## src/rtl/pcs_rx_link_ctrl_if.sv

```systemverilog
// Signal bundle between the PCS receiver and the receive link bring-up sequencer.
// The flap-counter pair exists only when PCS_LINK_FLAP_CNT_EN is defined.
interface pcs_rx_link_ctrl_if;
    logic [3:0]  block_lock;
    logic [3:0]  am_lock;
    logic        align_status;
    logic        hi_ber;
    logic        rx_test_mode;
    logic        descrambler_reset;
    logic        deskew_restart;
    logic        PCS_status;
    logic [2:0]  link_state;
    logic        timeout_pulse;
    logic        link_down_pulse;
    logic [7:0]  restart_count;
`ifdef PCS_LINK_FLAP_CNT_EN
    logic        flap_clr;
    logic [15:0] flap_count;
`endif

    modport master (
        output block_lock,
        output am_lock,
        output align_status,
        output hi_ber,
        output rx_test_mode,
`ifdef PCS_LINK_FLAP_CNT_EN
        output flap_clr,
        input  flap_count,
`endif
        input  descrambler_reset,
        input  deskew_restart,
        input  PCS_status,
        input  link_state,
        input  timeout_pulse,
        input  link_down_pulse,
        input  restart_count
    );

    modport slave (
        input  block_lock,
        input  am_lock,
        input  align_status,
        input  hi_ber,
        input  rx_test_mode,
`ifdef PCS_LINK_FLAP_CNT_EN
        input  flap_clr,
        output flap_count,
`endif
        output descrambler_reset,
        output deskew_restart,
        output PCS_status,
        output link_state,
        output timeout_pulse,
        output link_down_pulse,
        output restart_count
    );
endinterface

```

## src/rtl/pcs_rx_link_ctrl.sv

```systemverilog
// Receive link bring-up sequencer for the 4-lane PCS: INIT->BLOCK->AM->ALIGN->HOLD->UP with restart on
// bring-up timeout or link loss. Define PCS_LINK_FLAP_CNT_EN to add the flap_count/flap_clr pair.
module pcs_rx_link_ctrl #(
    parameter logic [15:0] LOCK_TIMEOUT = 16'd50000,
    parameter logic [15:0] UP_HOLD      = 16'd1024,
    parameter logic [3:0]  RST_PULSE    = 4'd4
) (
    input  logic              RX_CLK,
    input  logic              reset,
    pcs_rx_link_ctrl_if.slave link
);
    localparam logic [2:0] ST_INIT  = 3'd0;
    localparam logic [2:0] ST_BLOCK = 3'd1;
    localparam logic [2:0] ST_AM    = 3'd2;
    localparam logic [2:0] ST_ALIGN = 3'd3;
    localparam logic [2:0] ST_HOLD  = 3'd4;
    localparam logic [2:0] ST_UP    = 3'd5;

    localparam logic [15:0] TIMER_LAST = LOCK_TIMEOUT - 16'd1;
    localparam logic [15:0] HOLD_LAST  = UP_HOLD - 16'd1;
    localparam logic [3:0]  PULSE_LAST = RST_PULSE - 4'd1;

    function automatic logic [7:0] sat_inc8(input logic [7:0] v);
        if (v == 8'hFF) begin
            return v;
        end else begin
            return v + 8'd1;
        end
    endfunction

    logic [2:0]  state_q, state_d;
    logic [3:0]  pulse_cnt_q, pulse_cnt_d;
    logic [15:0] timer_q, timer_d;
    logic [15:0] hold_cnt_q, hold_cnt_d;
    logic [7:0]  restart_cnt_q, restart_cnt_d;
    logic        mode_q;
    logic        descr_rst_q;
    logic        deskew_rst_q;
    logic        pcs_status_q;
    logic        timeout_pulse_q;
    logic        link_down_pulse_q;

    logic block_ok_s;
    logic am_ok_s;
    logic align_ok_s;
    logic active_s;
    logic mode_chg_s;
    logic up_loss_s;
    logic timeout_s;
    logic link_drop_s;

    assign block_ok_s = (link.block_lock == 4'hF);
    assign am_ok_s    = (link.am_lock == 4'hF);
    assign align_ok_s = link.align_status;
    assign active_s   = (state_q == ST_BLOCK) || (state_q == ST_AM) ||
                        (state_q == ST_ALIGN) || (state_q == ST_HOLD);
    // A test-mode flip is only meaningful once the sequencer has left INIT.
    assign mode_chg_s = (state_q != ST_INIT) && (link.rx_test_mode != mode_q);
    assign up_loss_s  = !block_ok_s || (!link.rx_test_mode && !(am_ok_s && align_ok_s));

    // Next-state, pulse/timer/hold counters; timeout outranks every other transition.
    always_comb begin
        state_d     = state_q;
        pulse_cnt_d = pulse_cnt_q;
        timer_d     = timer_q;
        hold_cnt_d  = hold_cnt_q;
        timeout_s   = 1'b0;
        link_drop_s = 1'b0;
        if (state_q == ST_INIT) begin
            if (pulse_cnt_q == PULSE_LAST) begin
                state_d     = ST_BLOCK;
                pulse_cnt_d = 4'd0;
                timer_d     = 16'd0;
            end else begin
                pulse_cnt_d = pulse_cnt_q + 4'd1;
            end
        end else if (active_s && (timer_q == TIMER_LAST)) begin
            state_d     = ST_INIT;
            pulse_cnt_d = 4'd0;
            timeout_s   = 1'b1;
        end else if (mode_chg_s) begin
            state_d     = ST_INIT;
            pulse_cnt_d = 4'd0;
        end else begin
            if (active_s) begin
                timer_d = timer_q + 16'd1;
            end else begin
                timer_d = timer_q;
            end
            case (state_q)
                ST_BLOCK: begin
                    if (block_ok_s && link.rx_test_mode) begin
                        state_d    = ST_HOLD;
                        hold_cnt_d = 16'd0;
                    end else if (block_ok_s) begin
                        state_d = ST_AM;
                    end else begin
                        state_d = ST_BLOCK;
                    end
                end
                ST_AM: begin
                    if (!block_ok_s) begin
                        state_d = ST_BLOCK;
                    end else if (am_ok_s) begin
                        state_d = ST_ALIGN;
                    end else begin
                        state_d = ST_AM;
                    end
                end
                ST_ALIGN: begin
                    if (!block_ok_s) begin
                        state_d = ST_BLOCK;
                    end else if (!am_ok_s) begin
                        state_d = ST_AM;
                    end else if (align_ok_s) begin
                        state_d    = ST_HOLD;
                        hold_cnt_d = 16'd0;
                    end else begin
                        state_d = ST_ALIGN;
                    end
                end
                ST_HOLD: begin
                    if (!block_ok_s) begin
                        state_d = ST_BLOCK;
                    end else if (!link.rx_test_mode && !(am_ok_s && align_ok_s)) begin
                        state_d = ST_AM;
                    end else if (link.hi_ber) begin
                        hold_cnt_d = 16'd0;
                    end else if (hold_cnt_q == HOLD_LAST) begin
                        state_d = ST_UP;
                    end else begin
                        hold_cnt_d = hold_cnt_q + 16'd1;
                    end
                end
                ST_UP: begin
                    if (up_loss_s) begin
                        state_d     = ST_INIT;
                        pulse_cnt_d = 4'd0;
                        link_drop_s = 1'b1;
                    end else begin
                        state_d = ST_UP;
                    end
                end
                default: begin
                    state_d     = ST_INIT;
                    pulse_cnt_d = 4'd0;
                end
            endcase
        end
    end

    // Restart statistics: timeouts and link drops share one saturating counter.
    always_comb begin
        if (timeout_s || link_drop_s) begin
            restart_cnt_d = sat_inc8(restart_cnt_q);
        end else begin
            restart_cnt_d = restart_cnt_q;
        end
    end

    // Sequencer state and counters.
    always_ff @(posedge RX_CLK or negedge reset) begin
        if (!reset) begin
            state_q       <= ST_INIT;
            pulse_cnt_q   <= 4'd0;
            timer_q       <= 16'd0;
            hold_cnt_q    <= 16'd0;
            restart_cnt_q <= 8'd0;
            mode_q        <= 1'b0;
        end else begin
            state_q       <= state_d;
            pulse_cnt_q   <= pulse_cnt_d;
            timer_q       <= timer_d;
            hold_cnt_q    <= hold_cnt_d;
            restart_cnt_q <= restart_cnt_d;
            mode_q        <= link.rx_test_mode;
        end
    end

    // Registered outputs follow the next state so they change on the same edge as link_state.
    always_ff @(posedge RX_CLK or negedge reset) begin
        if (!reset) begin
            descr_rst_q       <= 1'b1;
            deskew_rst_q      <= 1'b1;
            pcs_status_q      <= 1'b0;
            timeout_pulse_q   <= 1'b0;
            link_down_pulse_q <= 1'b0;
        end else begin
            descr_rst_q       <= (state_d == ST_INIT);
            deskew_rst_q      <= (state_d == ST_INIT);
            pcs_status_q      <= (state_d == ST_UP) && !link.hi_ber;
            timeout_pulse_q   <= timeout_s;
            link_down_pulse_q <= link_drop_s;
        end
    end

    assign link.descrambler_reset = descr_rst_q;
    assign link.deskew_restart    = deskew_rst_q;
    assign link.PCS_status        = pcs_status_q;
    assign link.link_state        = state_q;
    assign link.timeout_pulse     = timeout_pulse_q;
    assign link.link_down_pulse   = link_down_pulse_q;
    assign link.restart_count     = restart_cnt_q;

`ifdef PCS_LINK_FLAP_CNT_EN
    function automatic logic [15:0] sat_inc16(input logic [15:0] v);
        if (v == 16'hFFFF) begin
            return v;
        end else begin
            return v + 16'd1;
        end
    endfunction

    logic [15:0] flap_cnt_q, flap_cnt_d;

    // A clear coinciding with a drop still records that drop.
    always_comb begin
        if (link.flap_clr) begin
            flap_cnt_d = link_drop_s ? 16'd1 : 16'd0;
        end else if (link_drop_s) begin
            flap_cnt_d = sat_inc16(flap_cnt_q);
        end else begin
            flap_cnt_d = flap_cnt_q;
        end
    end

    // Link flap counter.
    always_ff @(posedge RX_CLK or negedge reset) begin
        if (!reset) begin
            flap_cnt_q <= 16'd0;
        end else begin
            flap_cnt_q <= flap_cnt_d;
        end
    end

    assign link.flap_count = flap_cnt_q;
`endif
endmodule

```

## src/flat_wrapper.sv

```systemverilog
// flat-port wrapper written by rule: the top's interface ports become plain ports
module pcs_rx_link_ctrl_flat 
#(
    parameter logic [15:0] LOCK_TIMEOUT = 16'd50000,
    parameter logic [15:0] UP_HOLD      = 16'd1024,
    parameter logic [3:0]  RST_PULSE    = 4'd4
)
  (RX_CLK, reset, link_block_lock, link_am_lock, link_align_status, link_hi_ber, link_rx_test_mode, link_descrambler_reset, link_deskew_restart, link_PCS_status, link_link_state, link_timeout_pulse, link_link_down_pulse, link_restart_count);
  pcs_rx_link_ctrl_if link_i ();
  input  logic RX_CLK;
  input  logic reset;
  input wire logic [$bits(link_i.block_lock)-1:0] link_block_lock;
  input wire logic [$bits(link_i.am_lock)-1:0] link_am_lock;
  input wire logic [$bits(link_i.align_status)-1:0] link_align_status;
  input wire logic [$bits(link_i.hi_ber)-1:0] link_hi_ber;
  input wire logic [$bits(link_i.rx_test_mode)-1:0] link_rx_test_mode;
  output wire logic [$bits(link_i.descrambler_reset)-1:0] link_descrambler_reset;
  output wire logic [$bits(link_i.deskew_restart)-1:0] link_deskew_restart;
  output wire logic [$bits(link_i.PCS_status)-1:0] link_PCS_status;
  output wire logic [$bits(link_i.link_state)-1:0] link_link_state;
  output wire logic [$bits(link_i.timeout_pulse)-1:0] link_timeout_pulse;
  output wire logic [$bits(link_i.link_down_pulse)-1:0] link_link_down_pulse;
  output wire logic [$bits(link_i.restart_count)-1:0] link_restart_count;
  assign link_i.block_lock = link_block_lock;
  assign link_i.am_lock = link_am_lock;
  assign link_i.align_status = link_align_status;
  assign link_i.hi_ber = link_hi_ber;
  assign link_i.rx_test_mode = link_rx_test_mode;
  assign link_descrambler_reset = link_i.descrambler_reset;
  assign link_deskew_restart = link_i.deskew_restart;
  assign link_PCS_status = link_i.PCS_status;
  assign link_link_state = link_i.link_state;
  assign link_timeout_pulse = link_i.timeout_pulse;
  assign link_link_down_pulse = link_i.link_down_pulse;
  assign link_restart_count = link_i.restart_count;
  pcs_rx_link_ctrl #(.LOCK_TIMEOUT(LOCK_TIMEOUT), .UP_HOLD(UP_HOLD), .RST_PULSE(RST_PULSE)) u_core (.RX_CLK(RX_CLK), .reset(reset), .link(link_i));
endmodule
```

## config.mk

```make
export PLATFORM = sky130hd
export DESIGN_NAME = pcs_rx_link_ctrl_flat
export DESIGN_NICKNAME = d
export VERILOG_FILES = /design/src/rtl/pcs_rx_link_ctrl_if.sv /design/src/rtl/pcs_rx_link_ctrl.sv /design/src/flat_wrapper.sv
export SDC_FILE = /design/constraint.sdc
export NUM_CORES = 1
export LEC_CHECK = 0
export BUFFER_PORTS_ARGS = -buffer_cell sky130_fd_sc_hd__clkbuf_2
export CORE_AREA = 2 2 111 113
export CTS_BUF_LIST = sky130_fd_sc_hd__clkbuf_8 sky130_fd_sc_hd__clkbuf_16
export DETAILED_ROUTE_END_ITERATION = 10
export DIE_AREA = 0 0 113 115
export HOLD_SLACK_MARGIN = 0.12
export SKIP_CTS_REPAIR_TIMING = 1
export SYNTH_ARGS = -nofsm -noshare
export SYNTH_HDL_FRONTEND = slang
export SYNTH_SLANG_ARGS = --single-unit
```

## constraint.sdc

```tcl
create_clock -name RX_CLK -period 4.3 [get_ports RX_CLK]
set_input_delay 0.645 -clock RX_CLK [delete_from_list [all_inputs] [get_ports RX_CLK]]
set_output_delay 0.645 -clock RX_CLK [all_outputs]
set_load 0.02 [all_outputs]
```

# ---- Yosys cells after proc, flatten, opt, wreduce, memory -nomap -nowiden
# Index checks and enable logic that the tools add are counted.
dict set report word_totals {
  register_bits 52
  wordCells 112
  out_inout_bits 16
}
dict set report classes {
  addsub 4
  n_eq_ne 25
  n_reduce_logical 25
  muxes 44
  bitwise_logic 4
}
# op count
set op_table {}
lappend op_table {{16-bit two-way mux} 13}
lappend op_table {{16-bit case mux with 3 select lines} 1}
lappend op_table {{3-bit two-way mux} 14}
lappend op_table {{16-bit by 1-bit adder with 16-bit output (second input constant)} 2}
lappend op_table {{4-bit two-way mux} 5}
lappend op_table {{16-bit by 10-bit equality test with 1-bit output (second input constant)} 1}
lappend op_table {{16-bit equality test (second input constant)} 1}
lappend op_table {{3-bit case mux with 5 select lines} 1}
lappend op_table {{11-bit AND reduction} 1}
lappend op_table {{2-bit != test (second input constant)} 5}
lappend op_table {{3-bit equality test (second input constant)} 3}
lappend op_table {{8-bit by 1-bit adder with 8-bit output (second input constant)} 1}
lappend op_table {{4-bit equality test (second input constant)} 2}
lappend op_table {{8-bit equality test (second input constant)} 1}
lappend op_table {{1-bit two-way mux} 8}
lappend op_table {{2-bit by 1-bit != test with 1-bit output (second input constant)} 4}
lappend op_table {{4-bit case mux with 2 select lines} 1}
lappend op_table {{3-bit by 2-bit equality test with 1-bit output (second input constant)} 2}
lappend op_table {{1-bit logical AND} 6}
lappend op_table {{3-bit logical NOT} 2}
lappend op_table {{3-bit nonzero test} 2}
lappend op_table {{1-bit logical OR} 5}
lappend op_table {{5-bit by 1-bit != test with 1-bit output (second input constant)} 1}
lappend op_table {{4-bit by 1-bit adder with 4-bit output (second input constant)} 1}
lappend op_table {{other kinds (12)} 19}

# ---- Longest topological paths before layout
dict set report depth {
  word_depth 12
  depth_mapped 8
  depth_no_buf 7
}

# ---- Worst setup path before layout
# No wires, ideal clock.
dict set report synth_path {
  path_type {input to register}
  from {input port link_am_lock[2]}
  to {register u_core.hold_cnt_q[7]}
  n_path_buf 0
  t_arrival_ns 2.238
  path_slack_ns 1.978
  required_ns 4.216
  path_stages 6
  path_cell_list {and4_1 -> a31oi_1 -> nor4b_2 -> o21ai_2 -> or4_1 -> a21boi_0}
}
dict set report synth_via {
  elab_chain_len 6
  elab_cells_between_ends 7
  cone_classes {3 x eq/ne; 4 x reduce/logical}
}
# item line
set synth_lines {}
lappend synth_lines {{start, declared} flat_wrapper.sv:13} ;# input wire logic [$bits(link_i.am_lock)-1:0] link_am_lock;
lappend synth_lines {{4-bit equality test (*)} pcs_rx_link_ctrl.sv:53} ;# assign am_ok_s = (link.am_lock == 4'hF);
lappend synth_lines {{1-bit logical AND} pcs_rx_link_ctrl.sv:125} ;# end else if (!link.rx_test_mode && !(am_ok_s && align_ok_s)) begin
lappend synth_lines {{1-bit logical NOT} pcs_rx_link_ctrl.sv:125}
lappend synth_lines {{1-bit logical AND} pcs_rx_link_ctrl.sv:125}
lappend synth_lines {{2-bit != test (no source line)} -}
lappend synth_lines {{11-bit AND reduction (no source line) (*)} -}
lappend synth_lines {{end signal, assigned} pcs_rx_link_ctrl.sv:174} ;# hold_cnt_q <= hold_cnt_d;
lappend synth_lines {{end, declared} pcs_rx_link_ctrl.sv:34} ;# logic [15:0] hold_cnt_q, hold_cnt_d;
# Mark *: on every way between the ends. The rest lies on a longest branch, timed or not.
# A chain may end at the register's enable or synchronous reset.

# ---- Final worst setup path
dict set report layout_path {
  from {register u_core.state_q[1], in the netlist u_core.link.link_state[1]}
  to {register u_core.hold_cnt_q[7]}
}
dict set report layout_via {
  elab_chain_len 7
  elab_cells_between_ends 24
  cone_classes {11 x eq/ne; 1 x mux; 3 x bitwise; 9 x reduce/logical}
}
# item line
set layout_lines {}
lappend layout_lines {{start, declared} pcs_rx_link_ctrl.sv:31} ;# logic [2:0] state_q, state_d;
lappend layout_lines {{start signal, assigned} pcs_rx_link_ctrl.sv:171} ;# state_q <= state_d;
lappend layout_lines {{3-bit by 1-bit equality test with 1-bit output / 3-bit by 2-bit equality test with 1-bit output (equally long branches)} {pcs_rx_link_ctrl.sv:55, pcs_rx_link_ctrl.sv:90}}
lappend layout_lines {{1-bit logical OR (2 in a row)} pcs_rx_link_ctrl.sv:55} ;# assign active_s = (state_q == ST_BLOCK) || (state_q == ST_AM) ||
lappend layout_lines {{1-bit logical OR} pcs_rx_link_ctrl.sv:56} ;# (state_q == ST_ALIGN) || (state_q == ST_HOLD);
lappend layout_lines {{1-bit logical AND} pcs_rx_link_ctrl.sv:77} ;# end else if (active_s && (timer_q == TIMER_LAST)) begin
lappend layout_lines {{1-bit NOT (no source line)} -}
lappend layout_lines {{11-bit AND reduction (no source line)} -}
# Several ways; a longest one is shown, not always the timed one.

==> metrics.cfg <==
[timing]
setup_viol = 0
min_period_ns = 2.55
finalWorstSetupSlack_ns = 1.75
drv_slew = 0
whs_ns = 0.272
setup-tns-final_ns = 0
skew_ns = 0.00805
hold_violations = 0
relSlewSlack = 0.583
post-route-period-util = 0.593
rsz0062_at_grt = false
fmax_mhz = 392
worst_slew_pin_slew_ns = 0.625

[finish]
final_nets = 344
nFillCells = 1235
final_layout_size_suffix_gt1_frac = 0.165
final_cell_mix = 51 x dfrtp_1, 29 x nor2_1, 28 x clkbuf_2
area_delta_synth_final_pct = 15.0
final_common_cell = dfrtp_1
n_antenna_cell = 0

[place]
place_ws_ns = 1.57
port-buffer-count = 28
gp_congestion = 0.774
hpwlAfterDp_mm = 4.54

[power_and_ir_drop]
ir_worst_vdd_v = 0.000180
p_leak_uw = 0.00133
pwr_density_cell_nw_per_um2 = 350

[global_routing]
antenna_found_initial = 0
first_global_vias = 2221
grt_max_degree = 39
grt_pass1_wl_mm = 10.3
grt_overflow = 0
grt_usage = 0.0967

[setup_path]
critPathLaunchType = flop
cp.required_ns = 4.51
worstSetupPathType = reg -> reg
critical_path.cell_chain = or3_1, nand2_1, a31oi_2, o21ai_2, or4_1, a21boi_0
critPathMaxFanout = 18
cpLargestDelayFamily = simple AND/OR/NAND/NOR gates
crit_path_end_kind = flop
reg2regPathDepth = 6
worst-path-buf-inv = 0
max_stage_delay_ns = 0.61
cp_data_arrival_time_ns = 2.76
worstSetupPathDepth = 6
cp_slowest_cell = dfrtp_1

[synthesis]
avgSynthCellArea_um2 = 9.56
ys_seq_elements = 52
synth_fp_nets = 321
synth_flop_cell = dfrtp_1
synth_cell_types = 63
synth_edf_count = 0
yosysWarnings = 0
ys_async_sr_fraction = 1.00
ys_seq_area_frac = 0.448
syn-cell-area_um2 = 2910
syn_inst = 304

[clock_network]
cts_root_buf = clkbuf_16
clock_latency_ns = 0.29
path_clk_slew_ns = 0.07
cts_buffer_depth = 2
cts_buffers = 5
clkSinkCount = 52
htreeDepth = 2
cts_tree = yes

[route]
vias_per_cell = 4.93
vias = 2343
wl_per_cell_um = 13.1
routed_wl_mm = 6.23
drtIter0Drc = 130
post-route-drc-count = 1
antenna_left = 0
firstDrtPassIters = 7

[status]
status = complete, but fails checks
violations = DRC

[floorplanning]
rows = 40
die_h_um = 115
core_area_um2 = 11800
die_area_um2 = 13000
ioPinCount = 29
fp.dieW_um = 113
initial_core_util = 0.246

[min_path]
hold_path_class = in -> async

[run]
maxCapViolations = 0

[worst register-to-register path, stage by stage (launching register included)]
cell and delay (ns):
dfrtp_1 0.61, or3_1 0.33, nand2_1 0.15, a31oi_2 0.40, o21ai_2 0.30, or4_1 0.52, a21boi_0 0.17
[synthesized netlist by cell type, drive strengths merged, types with 5 or more instances]
cell / n / area [µm²]
o31ai: 10 / 75.1
or3: 7 / 45.1
inv: 7 / 26.3
nor4: 5 / 52.6
nand4: 10 / 62.6
nand3: 14 / 70.1
xnor2: 20 / 175
o21ai: 24 / 135
a31oi: 7 / 50.1
nand2b: 6 / 37.5
dfrtp: 51 / 1280
nor2: 29 / 109
a21boi: 7 / 52.6
nor3: 10 / 50.1
nor2b: 6 / 40.0
a21oi: 6 / 30.0
buf: 9 / 57.6
nand2: 25 / 93.8
[state kept, by name, indices dropped and copies added, names as in the netlist]
| signal | cells |
|---|---|
| u_core.link.timeout_pulse | 1 |
| u_core.link.link_state | 3 |
| u_core.link.PCS_status | 1 |
| u_core.pulse_cnt_q | 4 |
| u_core.timer_q | 16 |
| u_core.mode_q | 1 |
| u_core.link.descrambler_reset | 1 |
| u_core.link.link_down_pulse | 1 |
| u_core.link.restart_count | 8 |
| u_core.hold_cnt_q | 16 |
[routing by layer]
layer	up-vias	share of wire	track usage
met5	-	0	0
met1	1154	0.47	0.124
met4	0	0.0090	0.0309
met2	31	0.49	0.164
li1	1153	-	-
met3	5	0.029	0.0200
[logic make-up after synthesis]
family          Yosys count  share of synthesized area
flops                    52                      0.448
fa+ha+maj                 4                     0.0172
mux                       2                    0.00861
simple gates            140                      0.275
buf+inv                  20                     0.0345
xor+xnor                 20                     0.0603
compound gates           66                      0.156
[final timing paths]
path	from	to	slack, ns
setup reg to reg	u_core.link.link_state[1]$_DFF_PN0_	u_core.hold_cnt_q[7]$_DFFE_PN0P_	1.75
max in group asynchronous	reset	u_core.link.descrambler_reset$_DFF_PN1_	3.18
min in group RX_CLK	u_core.link.restart_count[6]$_DFFE_PN0P_	u_core.link.restart_count[6]$_DFFE_PN0P_	0.49
setup / recovery	u_core.link.link_state[1]$_DFF_PN0_	u_core.hold_cnt_q[7]$_DFFE_PN0P_	1.75
hold / removal	reset	u_core.pulse_cnt_q[0]$_DFFE_PN0P_	0.27
hold reg to reg	u_core.link.restart_count[6]$_DFFE_PN0P_	u_core.link.restart_count[6]$_DFFE_PN0P_	0.49
[through the flow]
stage	total power [µW]	instance area (µm²)	std cells	util
2_1_floorplan	669	2910	304	-
3_3_place_gp	711	3160	467	0.268
3_5_place_dp	715	3160	467	0.268
4_1_cts	1190	3340	475	0.283
5_1_grt	1230	3340	475	0.283
6_report	1170	3340	475	0.283
[area by class of cell]
class / count / area, µm² / share of cell area
clock buffer: 6 / 139 / 0.0416
clock inverter: 2 / 38.8 / 0.0116
inverter: 7 / 26.3 / 0.00787
multi-input combinational: 232 / 1500 / 0.450
sequential: 52 / 1300 / 0.390
tap: 147 / 184 / 0.0551
timing repair buffer: 29 / 148 / 0.0442
[power by group]
group	leakage, µW	switching [µW]	internal (µW)
clock	0.0000871	174	291
combinational	0.000529	116	55.6
sequential	0.000717	23.5	508
total	0.00133	314	855
(Power assumes the default switching activity.)
